$ cat config.mk
export PLATFORM = sky130hd
export DESIGN_NAME = edge_event_arbiter
export DESIGN_NICKNAME = d
export VERILOG_FILES = /design/src/rtl/edge_event_arbiter.sv
export SDC_FILE = /design/constraint.sdc
export NUM_CORES = 1
export LEC_CHECK = 0
export ABC_AREA = 0
export BUFFER_PORTS_ARGS = -buffer_cell sky130_fd_sc_hd__buf_2
export CAP_MARGIN = 20
export CORE_UTILIZATION = 55
export DETAILED_ROUTE_END_ITERATION = 10
export GPL_TIMING_DRIVEN = 0
export PLACE_DENSITY = 0.89
export SYNTH_ARGS = -nofsm -noshare
export SYNTH_HDL_FRONTEND = slang
export SYNTH_SLANG_ARGS = --single-unit
$ cat constraint.sdc
create_clock -name clk -period 4.75 [get_ports clk]
set_clock_uncertainty 0.1 [all_clocks]
set_input_delay 0.7125 -clock clk [delete_from_list [all_inputs] [get_ports clk]]
set_output_delay 0.7125 -clock clk [all_outputs]
set_load 0.05 [all_outputs]
$ cat src/rtl/edge_event_arbiter.sv
// Rising-edge event queue with round-robin grant to a single consumer.
// Each channel holds at most one pending event; a new edge on a channel
// whose event is still pending (and not being granted) is dropped and
// recorded in the sticky overflow flags and the saturating drop counter.
module edge_event_arbiter #(
  parameter int N     = 4,
  parameter int CNT_W = 8
) (
  input  logic                 clk,
  input  logic                 rst,
  input  logic [N-1:0]         a,
  output logic                 out_valid,
  output logic [$clog2(N)-1:0] out_id,
  input  logic                 out_ready,
  output logic [N-1:0]         overflow,
  output logic [CNT_W-1:0]     drop_cnt,
  input  logic                 drop_clr
);

  localparam int          IW    = $clog2(N);
  localparam int unsigned NU    = N;
  localparam int          SUM_W = CNT_W + IW + 1;

  typedef enum logic {IDLE, OFFER} state_t;

  state_t           state;
  logic [N-1:0]     a_r;
  logic [N-1:0]     pending;
  logic [IW-1:0]    ptr;

  logic [N-1:0]     edge_v;
  logic [N-1:0]     load;
  logic [N-1:0]     drops;
  logic [IW-1:0]    base;
  logic [IW-1:0]    next_id;
  logic [IW-1:0]    sel;
  logic             found;
  logic             fire;
  logic             do_load;
  logic [SUM_W-1:0] drop_num;
  logic [SUM_W-1:0] sum;
  logic [CNT_W-1:0] cnt_next;

  // Edge detect, handshake and round-robin search base.
  // On fire the search starts just past the channel being retired, so the
  // next grant can be loaded in the same cycle without a bubble.
  always_comb begin
    edge_v  = a & ~a_r;
    fire    = out_valid & out_ready;
    next_id = (out_id == IW'(N - 1)) ? '0 : out_id + 1'b1;
    base    = (state == OFFER) ? next_id : ptr;
    do_load = (state == IDLE) | fire;
  end

  // Wrapping first-pending search starting at base.
  always_comb begin
    sel   = '0;
    found = 1'b0;
    for (int unsigned k = 0; k < NU; k++) begin
      int unsigned idx;
      idx = (32'(base) + k) % NU;
      if (!found && pending[idx]) begin
        found = 1'b1;
        sel   = IW'(idx);
      end
    end
  end

  // Grant vector, drop detection and saturating drop count.
  always_comb begin
    load = '0;
    if (do_load && found) load[sel] = 1'b1;
    drops    = edge_v & pending & ~load;
    drop_num = '0;
    for (int unsigned k = 0; k < NU; k++) drop_num = drop_num + SUM_W'(drops[k]);
    sum = (drop_clr ? '0 : SUM_W'(drop_cnt)) + drop_num;
    if (sum > SUM_W'({CNT_W{1'b1}})) cnt_next = '1;
    else                             cnt_next = sum[CNT_W-1:0];
  end

  // State, pending queue, drop bookkeeping and registered output offer.
  always_ff @(posedge clk) begin
    if (rst) begin
      a_r       <= '0;
      pending   <= '0;
      state     <= IDLE;
      ptr       <= '0;
      out_valid <= 1'b0;
      out_id    <= '0;
      overflow  <= '0;
      drop_cnt  <= '0;
    end else begin
      a_r      <= a;
      pending  <= (pending & ~load) | edge_v;
      overflow <= (drop_clr ? '0 : overflow) | drops;
      drop_cnt <= cnt_next;
      case (state)
        IDLE: begin
          if (found) begin
            out_id    <= sel;
            out_valid <= 1'b1;
            state     <= OFFER;
          end
        end
        OFFER: begin
          if (fire) begin
            ptr <= next_id;
            if (found) begin
              out_id <= sel;
            end else begin
              out_valid <= 1'b0;
              state     <= IDLE;
            end
          end
        end
        default: state <= IDLE;
      endcase
    end
  end

endmodule

==> summary.txt, run 1 <==
Setup Crit Path Kind: flop to flop
Port Buffers: 21
RSZ-0062 raised after global routing: no
# setup viols final: 0
CTS tree: built
Max-cap viol count: 0
Syn_area_per_cell: 9.53 sq um
Register bit total from synthesis: 26
Drc violations: 0
Switch share: 0.329
Diode count: 0
DIE AREA: 0.00270 sq mm
Global-route wire length before repair: 4.44 mm
Hold buffers post-CTS: 0
Layout area overhead: 14.0%
CP required: 4910 ps
Metal3 WL: 58 um
Avg WL per Cell: 13.9 um
Slowest cell delay on critical path: 480 ps
Path depth of the worst reg2reg path: 15
CTS sink count: 26
Synth Instances: 144
Worst vdd ir: 0.240 mV
Sequential-to-total area share from yosys stat: 0.379
Hold Slack: 364 ps
P_leak: 0.684 nW
Largest buffer count on any clock path: 2
R2R setup slack: 520 ps
Crit-path max FO: 7
Clk_lat worst skew: 320 ps
Critical Path Source Type: flop
Ratio of final minimum period to clock period: 0.892
Vias in the first global route: 1066
FF+latch area: 520 sq um
Upper clock frequency limit: 236 MHz
Final Hold Fails: 0
Die height: 52.0 um
Post-Route WL: 2.73 mm
Layout cells sized above 1: 0.219
Post-Syn Nets: 157
Setup crit end: drop_cnt[3]$_SDFF_PP0_
Pwr Density: 368 mW/mm^2
Hold Path Class: flop to flop
M1 WL: 1.15 mm
Core Region: 0.00228 sq mm
Primary FF master, synth: dfxtp_1
Synthesized cell area: 0.00137 sq mm
Max-slew violation count: 0
Pwr Total: 0.000576 W
Htree depth: 1
Post-route ant nets: 0
Final setup TNS: 0 ps
Sequential share of power: 0.432
Avg Vias per Cell: 5.79
Power Internal: 0.000387 W
TritonCTS Buffers: 3
Crit. Startpoint: out_id[0]$_SDFFE_PP0P_
Fill cell count: 196
Clock power frac: 0.257
Post-CTS Setup Repair Bufs: 0
Multi-input logic area: 807 sq um
Final Util: 0.688
Die W: 52.0 um
FP Rows: 17
Clk root buf: clkbuf_4
Overflow after GRT: 0
Origin of the critical flop-to-flop path: out_id[0]$_SDFFE_PP0P_
GRT Overall Usage: 0.226
Top Metal Used: met4
Gate power share: 0.311
Pre-CTS setup slack: 538 ps
DR vias: 1141
DRT Pass-1 Iters: 4
Post-DP HPWL: 2.19 mm
Post-CTS Resized: 0
Crit path cell chain: ha_1 > mux2_4 > or3_4 > o221ai_4 > nand4_2 > and4b_1 > fa_1 > inv_1 > fa_1 > inv_1 > fa_1 > and3_1 > nand3_1 > o21a_1 > nor2_1
Synth cell types: 51
Crit path time final: 4230 ps
Slew @ Worst Pin: 702 ps
Status: completed
Ports: 23
Crit-path slowest cell: fa_1
Initial antenna violation count: 0
Worst Path Arrival: 4390 ps
Worst r2r dst: drop_cnt[3]$_SDFF_PP0_
Drt initial violations: 14
Pin count of the biggest net entering global routing: 16
Post-layout net count: 183
Worst-path clk slew: 140 ps
Async SR Flop Fraction: 0
Synth warn: 0
Initial core utilization: 0.603
Gpl congestion: 0.821
Crit end category: flop
Max transition margin: 0.528
Final worst slack: 515 ps
Post-synth EDFFs: 0
Crit-path most repeated cell: fa_1
NetSw: 0.000189 W
Metal2 WL: 1.50 mm
[final cells by class]
cell class	count	share of cell area
repair buffers	21	0.0671
inverters	4	0.00959
plain buffers	6	0.0192
clock buffers	3	0.0144
flip-flops and latches	26	0.333
well taps	28	0.0224
multi-input cells	108	0.516
clock inverters	1	0.0192
[Yosys cell counts (all sizes together) (2+ instances only)]
master	count	share of area
dfxtp	26	0.38
nor2	12	0.033
a21oi	10	0.036
nand2	9	0.025
nor2b	9	0.041
nand2b	7	0.034
nand3	5	0.018
clkbuf	4	0.011
inv	4	0.011
fa	3	0.044
nor3b	3	0.016
o211a	3	0.022
o21a	3	0.016
o21ai	3	0.011
xor2	3	0.019
and3	2	0.0091
buf	2	0.011
ha	2	0.018
nand3b	2	0.011
nand4	2	0.014
o2111ai	2	0.013
o31ai	2	0.011
or3	2	0.013
or3b	2	0.015
xnor2	2	0.013
[cells in the final DEF, fill, tap and decap left out, types with 2 or more instances in the layout]
master and n:
clkbuf_1 4, o211a_1 3, nor2_1 12, o21a_1 3, o31ai_1 2, inv_1 4
buf_2 21, fa_1 3, nand2b_1 6, nand3_1 5, ha_1 2, a21oi_1 10
nand2_1 9, nor3b_1 3, xor2_1 3, nor2b_1 9, xnor2_1 2, clkbuf_4 3
o21ai_0 2, o2111ai_1 2, dfxtp_1 26, nand3b_1 2, and3_1 2
[how the worst min path moves through the flow]
stage	slack, ps	cells after the start	to	start
global placement	330	2	overflow[1]$_SDFF_PP0_	overflow[1]$_SDFF_PP0_
finish	360	2	overflow[0]$_SDFF_PP0_	overflow[0]$_SDFF_PP0_
CTS	370	2	overflow[2]$_SDFF_PP0_	overflow[2]$_SDFF_PP0_
floorplan	380	2	ptr[1]$_SDFFE_PP0P_	ptr[1]$_SDFFE_PP0P_
detailed placement	340	2	overflow[0]$_SDFF_PP0_	overflow[0]$_SDFF_PP0_
global route	400	2	overflow[2]$_SDFF_PP0_	overflow[2]$_SDFF_PP0_
[metrics by stage]
step,area (sq um),cells
floorplan,1370,144
global placement,1510,193
detailed placement,1510,193
CTS,1570,197
global route,1570,197
finish,1570,197
[power by group through the flow]
stage          combinational [W]  clock [W]  sequential [W]
3_5_place_dp            0.000180          0        0.000253
4_1_cts                 0.000180   0.000153        0.000249
5_1_grt                 0.000193   0.000162        0.000251
3_3_place_gp            0.000172          0        0.000252
2_1_floorplan           0.000111          0        0.000285
6_report                0.000179   0.000148        0.000249
[per-layer routing]
layer	up-vias	track usage
met3	4	0.0351
met4	0	0.0901
met2	18	0.436
met1	550	0.238
met5	-	0
li1	569	-
[registers in the layout (all words and copies together) (netlist names)]
name,flops
drop_cnt,8
pending,4
ptr,2
out_valid,1
a_r,4
state,1
out_id,2
overflow,4
[logic make-up (layout without fill, tap and decap cells)]
family | Yosys count | count (layout) | share of synthesized area
AO/OA/AOI/OAI | 35 | 35 | 0.212
XOR/XNOR | 5 | 5 | 0.0319
adder cells (fa/ha/maj) | 5 | 5 | 0.0620
buffers and inverters | 10 | 35 | 0.0328
flip-flops | 26 | 26 | 0.379
multiplexers | 2 | 2 | 0.0182
AND/OR/NAND/NOR | 61 | 61 | 0.263
[critical path: cells and delay by family (launching register included)]
| family | cells | cell delay (ps) |
|---|---|---|
| multiplexers | 1 | 310 |
| AO/OA/AOI/OAI | 2 | 430 |
| adder cells (fa/ha/maj) | 4 | 1500 |
| AND/OR/NAND/NOR | 6 | 1310 |
| buffers and inverters | 2 | 150 |
| flip-flops | 1 | 370 |
(Power assumes the default switching activity.)
==> run 2, diff against run 1 <==
--- a/config.mk
+++ b/config.mk
@@ -11,7 +11,7 @@
 export CORE_UTILIZATION = 55
 export DETAILED_ROUTE_END_ITERATION = 10
 export GPL_TIMING_DRIVEN = 0
-export PLACE_DENSITY = 0.89
+export PLACE_DENSITY = 0.79
 export SYNTH_ARGS = -nofsm -noshare
 export SYNTH_HDL_FRONTEND = slang
 export SYNTH_SLANG_ARGS = --single-unit
==> summary.txt, run 2 (synthesis results as in run 1) <==
Status: completed
Max-cap viol count: 0
Worst Hold Path EP: overflow[0]$_SDFF_PP0_
Post-Route WL: 2.77 mm
Avg WL per Cell: 14.1 um
Die W: 52.0 um
Clk_lat worst skew: 300 ps
Htree depth: 1
Max-slew violation count: 0
Worst-path clk slew: 130 ps
Final setup TNS: 0 ps
Final Hold Fails: 0
RSZ-0062 raised after global routing: no
GRT Overall Usage: 0.228
Layout area overhead: 11.9%
DIE AREA: 0.00270 sq mm
Gpl congestion: 0.802
Most frequent cells in the layout: 26 x dfxtp_1, 21 x buf_2, 12 x nor2_1
FP Rows: 17
DR vias: 1141
Avg Vias per Cell: 5.82
Slew @ Worst Pin: 692 ps
Post-DP HPWL: 2.13 mm
Core Region: 0.00228 sq mm
Setup Crit Path Kind: flop to flop
CTS sink count: 26
Path depth of the worst reg2reg path: 15
Port Buffers: 21
Drt initial violations: 17
CTS tree: built
Layout cells sized above 1: 0.214
Pin count of the biggest net entering global routing: 14
HP Start: overflow[0]$_SDFF_PP0_
Most flops, register: drop_cnt
Largest buffer count on any clock path: 2
Crit-path max FO: 7
Fill cell count: 201
Post-route ant nets: 0
Die height: 52.0 um
WHS Path Cells: 2
Pre-CTS setup slack: 514 ps
Clk root buf: clkbuf_4
Upper clock frequency limit: 235 MHz
Diode count: 0
Initial antenna violation count: 0
CP required: 4900 ps
Final worst slack: 492 ps
Crit path time final: 4260 ps
Drc violations: 0
Max transition margin: 0.534
Hold buffers post-CTS: 0
Initial core utilization: 0.603
Worst r2r dst: drop_cnt[7]$_SDFF_PP0_
Commonest non-fill, non-tap cell in the layout: dfxtp_1
P_leak: 0.670 nW
Hold Path Class: flop to flop
Worst vdd ir: 0.205 mV
R2R setup slack: 490 ps
Post-layout net count: 183
Final non-filler cell total: 196
Ports: 23
Ratio of final minimum period to clock period: 0.897
Max FFs per register: 8
Post-CTS Setup Repair Bufs: 0
Worst Path Arrival: 4410 ps
Overflow after GRT: 0
Vias in the first global route: 1066
Global-route wire length before repair: 4.57 mm
Pwr Density: 336 mW/mm^2
Crit end category: flop
# setup viols final: 0
Placed Cells: 193
TritonCTS Buffers: 3
Critical Path Source Type: flop
Post-CTS Resized: 0
Origin of the critical flop-to-flop path: out_id[0]$_SDFFE_PP0P_
DRT Pass-1 Iters: 4
run 2: worst max path at each step:
stage | startpoint | endpoint | slack [ps] | cells after the start
floorplan | out_id[0]$_SDFFE_PP0P_ | drop_cnt[3]$_SDFF_PP0_ | 470 | 15
global placement | out_id[0]$_SDFFE_PP0P_ | drop_cnt[5]$_SDFF_PP0_ | 590 | 15
detailed placement | out_id[0]$_SDFFE_PP0P_ | drop_cnt[7]$_SDFF_PP0_ | 510 | 15
CTS | out_id[0]$_SDFFE_PP0P_ | drop_cnt[7]$_SDFF_PP0_ | 480 | 15
global route | out_id[0]$_SDFFE_PP0P_ | drop_cnt[7]$_SDFF_PP0_ | 270 | 15
finish | out_id[0]$_SDFFE_PP0P_ | drop_cnt[7]$_SDFF_PP0_ | 490 | 15
run 2: metrics by stage:
step,power [W],utilization,area [sq um],hold slack (ps)
after floorplan,0.000396,-,1370,380
after global placement,0.000426,0.665,1510,331
after detailed placement,0.000433,0.665,1510,334
after CTS,0.000522,0.675,1540,361
after global routing,0.000543,0.675,1540,380
final,0.000516,0.675,1540,363
run 2: final cells by class:
cell class / count / area [sq um] / area share
inverters: 4 / 15.0 / 0.00978
well taps: 28 / 35.0 / 0.0228
flip-flops and latches: 26 / 520 / 0.339
plain buffers: 6 / 30.0 / 0.0196
multi-input cells: 108 / 807 / 0.526
repair buffers: 21 / 105 / 0.0685
clock buffers: 3 / 22.5 / 0.0147
run 2: layer usage:
layer	share of wire	wire length [um]	up-vias	track usage
li1	-	-	571	-
met1	0.47	1290	545	0.287
met2	0.48	1340	17	0.374
met3	0.023	64	8	0.0322
met4	0.028	78	0	0.122
met5	0	0	-	0
run 2: power breakdown:
group / switching [W] / leakage (nW) / total (W) / internal, W
Combinational: 0.000115 / 0.443 / 0.000181 / 0.0000664
Sequential: 0.0000129 / 0.214 / 0.000249 / 0.000236
Clock: 0.0000574 / 0.0138 / 0.0000870 / 0.0000295
run 2: critical path: stages, from the launching register on:
cell	delay (ps)
dfxtp_1	370
ha_1	350
mux2_4	310
or3b_1	420
o311a_4	160
a211oi_2	300
nor3b_1	120
fa_1	540
inv_1	60
fa_1	460
inv_1	100
fa_1	230
and3_1	220
nand3_1	230
o21a_1	180
nor2_1	70
==> run 3, diff against run 2 <==
--- a/config.mk
+++ b/config.mk
@@ -12,6 +12,7 @@
 export DETAILED_ROUTE_END_ITERATION = 10
 export GPL_TIMING_DRIVEN = 0
 export PLACE_DENSITY = 0.79
+export RECOVER_POWER = 100
 export SYNTH_ARGS = -nofsm -noshare
 export SYNTH_HDL_FRONTEND = slang
 export SYNTH_SLANG_ARGS = --single-unit
==> summary.txt, run 3 (synthesis results as in run 1) <==
Max FFs per register: 8
CTS sink count: 26
Vias in the first global route: 1066
Drt initial violations: 14
Avg WL per Cell: 13.9 um
Pwr Density: 338 mW/mm^2
Upper clock frequency limit: 228 MHz
DIE AREA: 0.00270 sq mm
Crit-path max FO: 7
Global-route wire length before repair: 4.57 mm
Initial antenna violation count: 0
Crit end category: flop
Worst-path clk slew: 130 ps
Final Hold Fails: 0
Diode count: 0
Post-CTS Resized: 0
# setup viols final: 0
Crit path time final: 4380 ps
Post-layout net count: 183
Die W: 52.0 um
Final non-filler cell total: 196
Most frequent cells in the layout: 26 x dfxtp_1, 21 x clkbuf_1, 12 x nor2_1
Hold Slack: 364 ps
CP required: 4900 ps
Fill cell count: 210
Worst vdd ir: 0.200 mV
Max transition margin: 0.530
Worst Path Arrival: 4530 ps
Placed Cells: 193
Clk_lat worst skew: 300 ps
Die height: 52.0 um
Gpl congestion: 0.802
Setup Crit Path Kind: flop to flop
Most flops, register: drop_cnt
Layout cells sized above 1: 0.107
Post-route ant nets: 0
DR vias: 1138
Status: completed
Avg Vias per Cell: 5.81
Final setup TNS: 0 ps
Hold Path Class: flop to flop
Largest buffer count on any clock path: 2
P_leak: 0.597 nW
Layout area overhead: 9.02%
Max-slew violation count: 0
Post-Route WL: 2.73 mm
Overflow after GRT: 0
Pin count of the biggest net entering global routing: 14
Hold buffers post-CTS: 0
Drc violations: 0
CTS tree: built
Pre-CTS setup slack: 514 ps
Core Region: 0.00228 sq mm
GRT Overall Usage: 0.228
RSZ-0062 raised after global routing: no
FP Rows: 17
Critical Path Source Type: flop
Post-DP HPWL: 2.13 mm
Slew @ Worst Pin: 699 ps
Clk root buf: clkbuf_4
Final Util: 0.658
Final worst slack: 374 ps
Initial core utilization: 0.603
TritonCTS Buffers: 3
Commonest non-fill, non-tap cell in the layout: dfxtp_1
DRT Pass-1 Iters: 4
Max-cap viol count: 0
Post-CTS Setup Repair Bufs: 0
Port Buffers: 21
Ratio of final minimum period to clock period: 0.921
Ports: 23
Htree depth: 1
run 3: cell types whose count changed in the layout (fill, tap and decap cells not counted):
cell and change:
or3_4 -1, o311a_2 +1, mux2_4 -1, o21ai_0 +1
clkbuf_1 +17, or3_1 +1, buf_2 -16, buf_1 -1
o311ai_0 +1, o311ai_1 -1, mux2_1 +1, o311a_4 -1
o21ai_1 -1
run 3: worst paths after layout:
check / startpoint / to / slack [ps] / cells after the start
worst max-delay path: out_id[0]$_SDFFE_PP0P_ / drop_cnt[7]$_SDFF_PP0_ / 370 / 15
worst min-delay path: overflow[0]$_SDFF_PP0_ / overflow[0]$_SDFF_PP0_ / 360 / 2
worst max register to register: out_id[0]$_SDFFE_PP0P_ / drop_cnt[7]$_SDFF_PP0_ / 370 / 15
worst min register to register: overflow[0]$_SDFF_PP0_ / overflow[0]$_SDFF_PP0_ / 360 / 2
run 3: cell type report:
class | count | area [sq um] | share of cell area
clock buffers | 3 | 22.5 | 0.0151
well taps | 28 | 35.0 | 0.0234
inverters | 4 | 15.0 | 0.0100
multi-input cells | 108 | 788 | 0.527
repair buffers | 21 | 85.1 | 0.0569
flip-flops and latches | 26 | 520 | 0.348
plain buffers | 6 | 30.0 | 0.0201
run 3: metrics by stage:
step / cell area [sq um] / total power, W
final: 1500 / 0.000506
after global routing: 1500 / 0.000533
after CTS: 1540 / 0.000522
after detailed placement: 1510 / 0.000433
after global placement: 1510 / 0.000426
after floorplan: 1370 / 0.000396
run 3: power breakdown:
part | internal (W) | switching (W) | leakage, nW
clock network | 0.0000295 | 0.0000578 | 0.0138
registers | 0.000236 | 0.0000127 | 0.214
logic | 0.0000578 | 0.000112 | 0.369
run 3: routing by layer:
layer  wire [um]  global-route usage  part of all wire
met1        1250               0.287              0.46
met2        1330               0.374              0.49
met3          68              0.0322             0.025
met4          78               0.122             0.029
met5           0                   0                 0
run 3: critical path, cell delays in order (launching register included):
cell,delay [ps]
dfxtp_1,370
ha_1,350
mux2_1,390
or3_1,420
o221ai_4,260
nand4_2,160
and4b_1,250
fa_1,480
inv_1,60
fa_1,460
inv_1,100
fa_1,230
and3_1,220
nand3_1,230
o21a_1,180
nor2_1,70
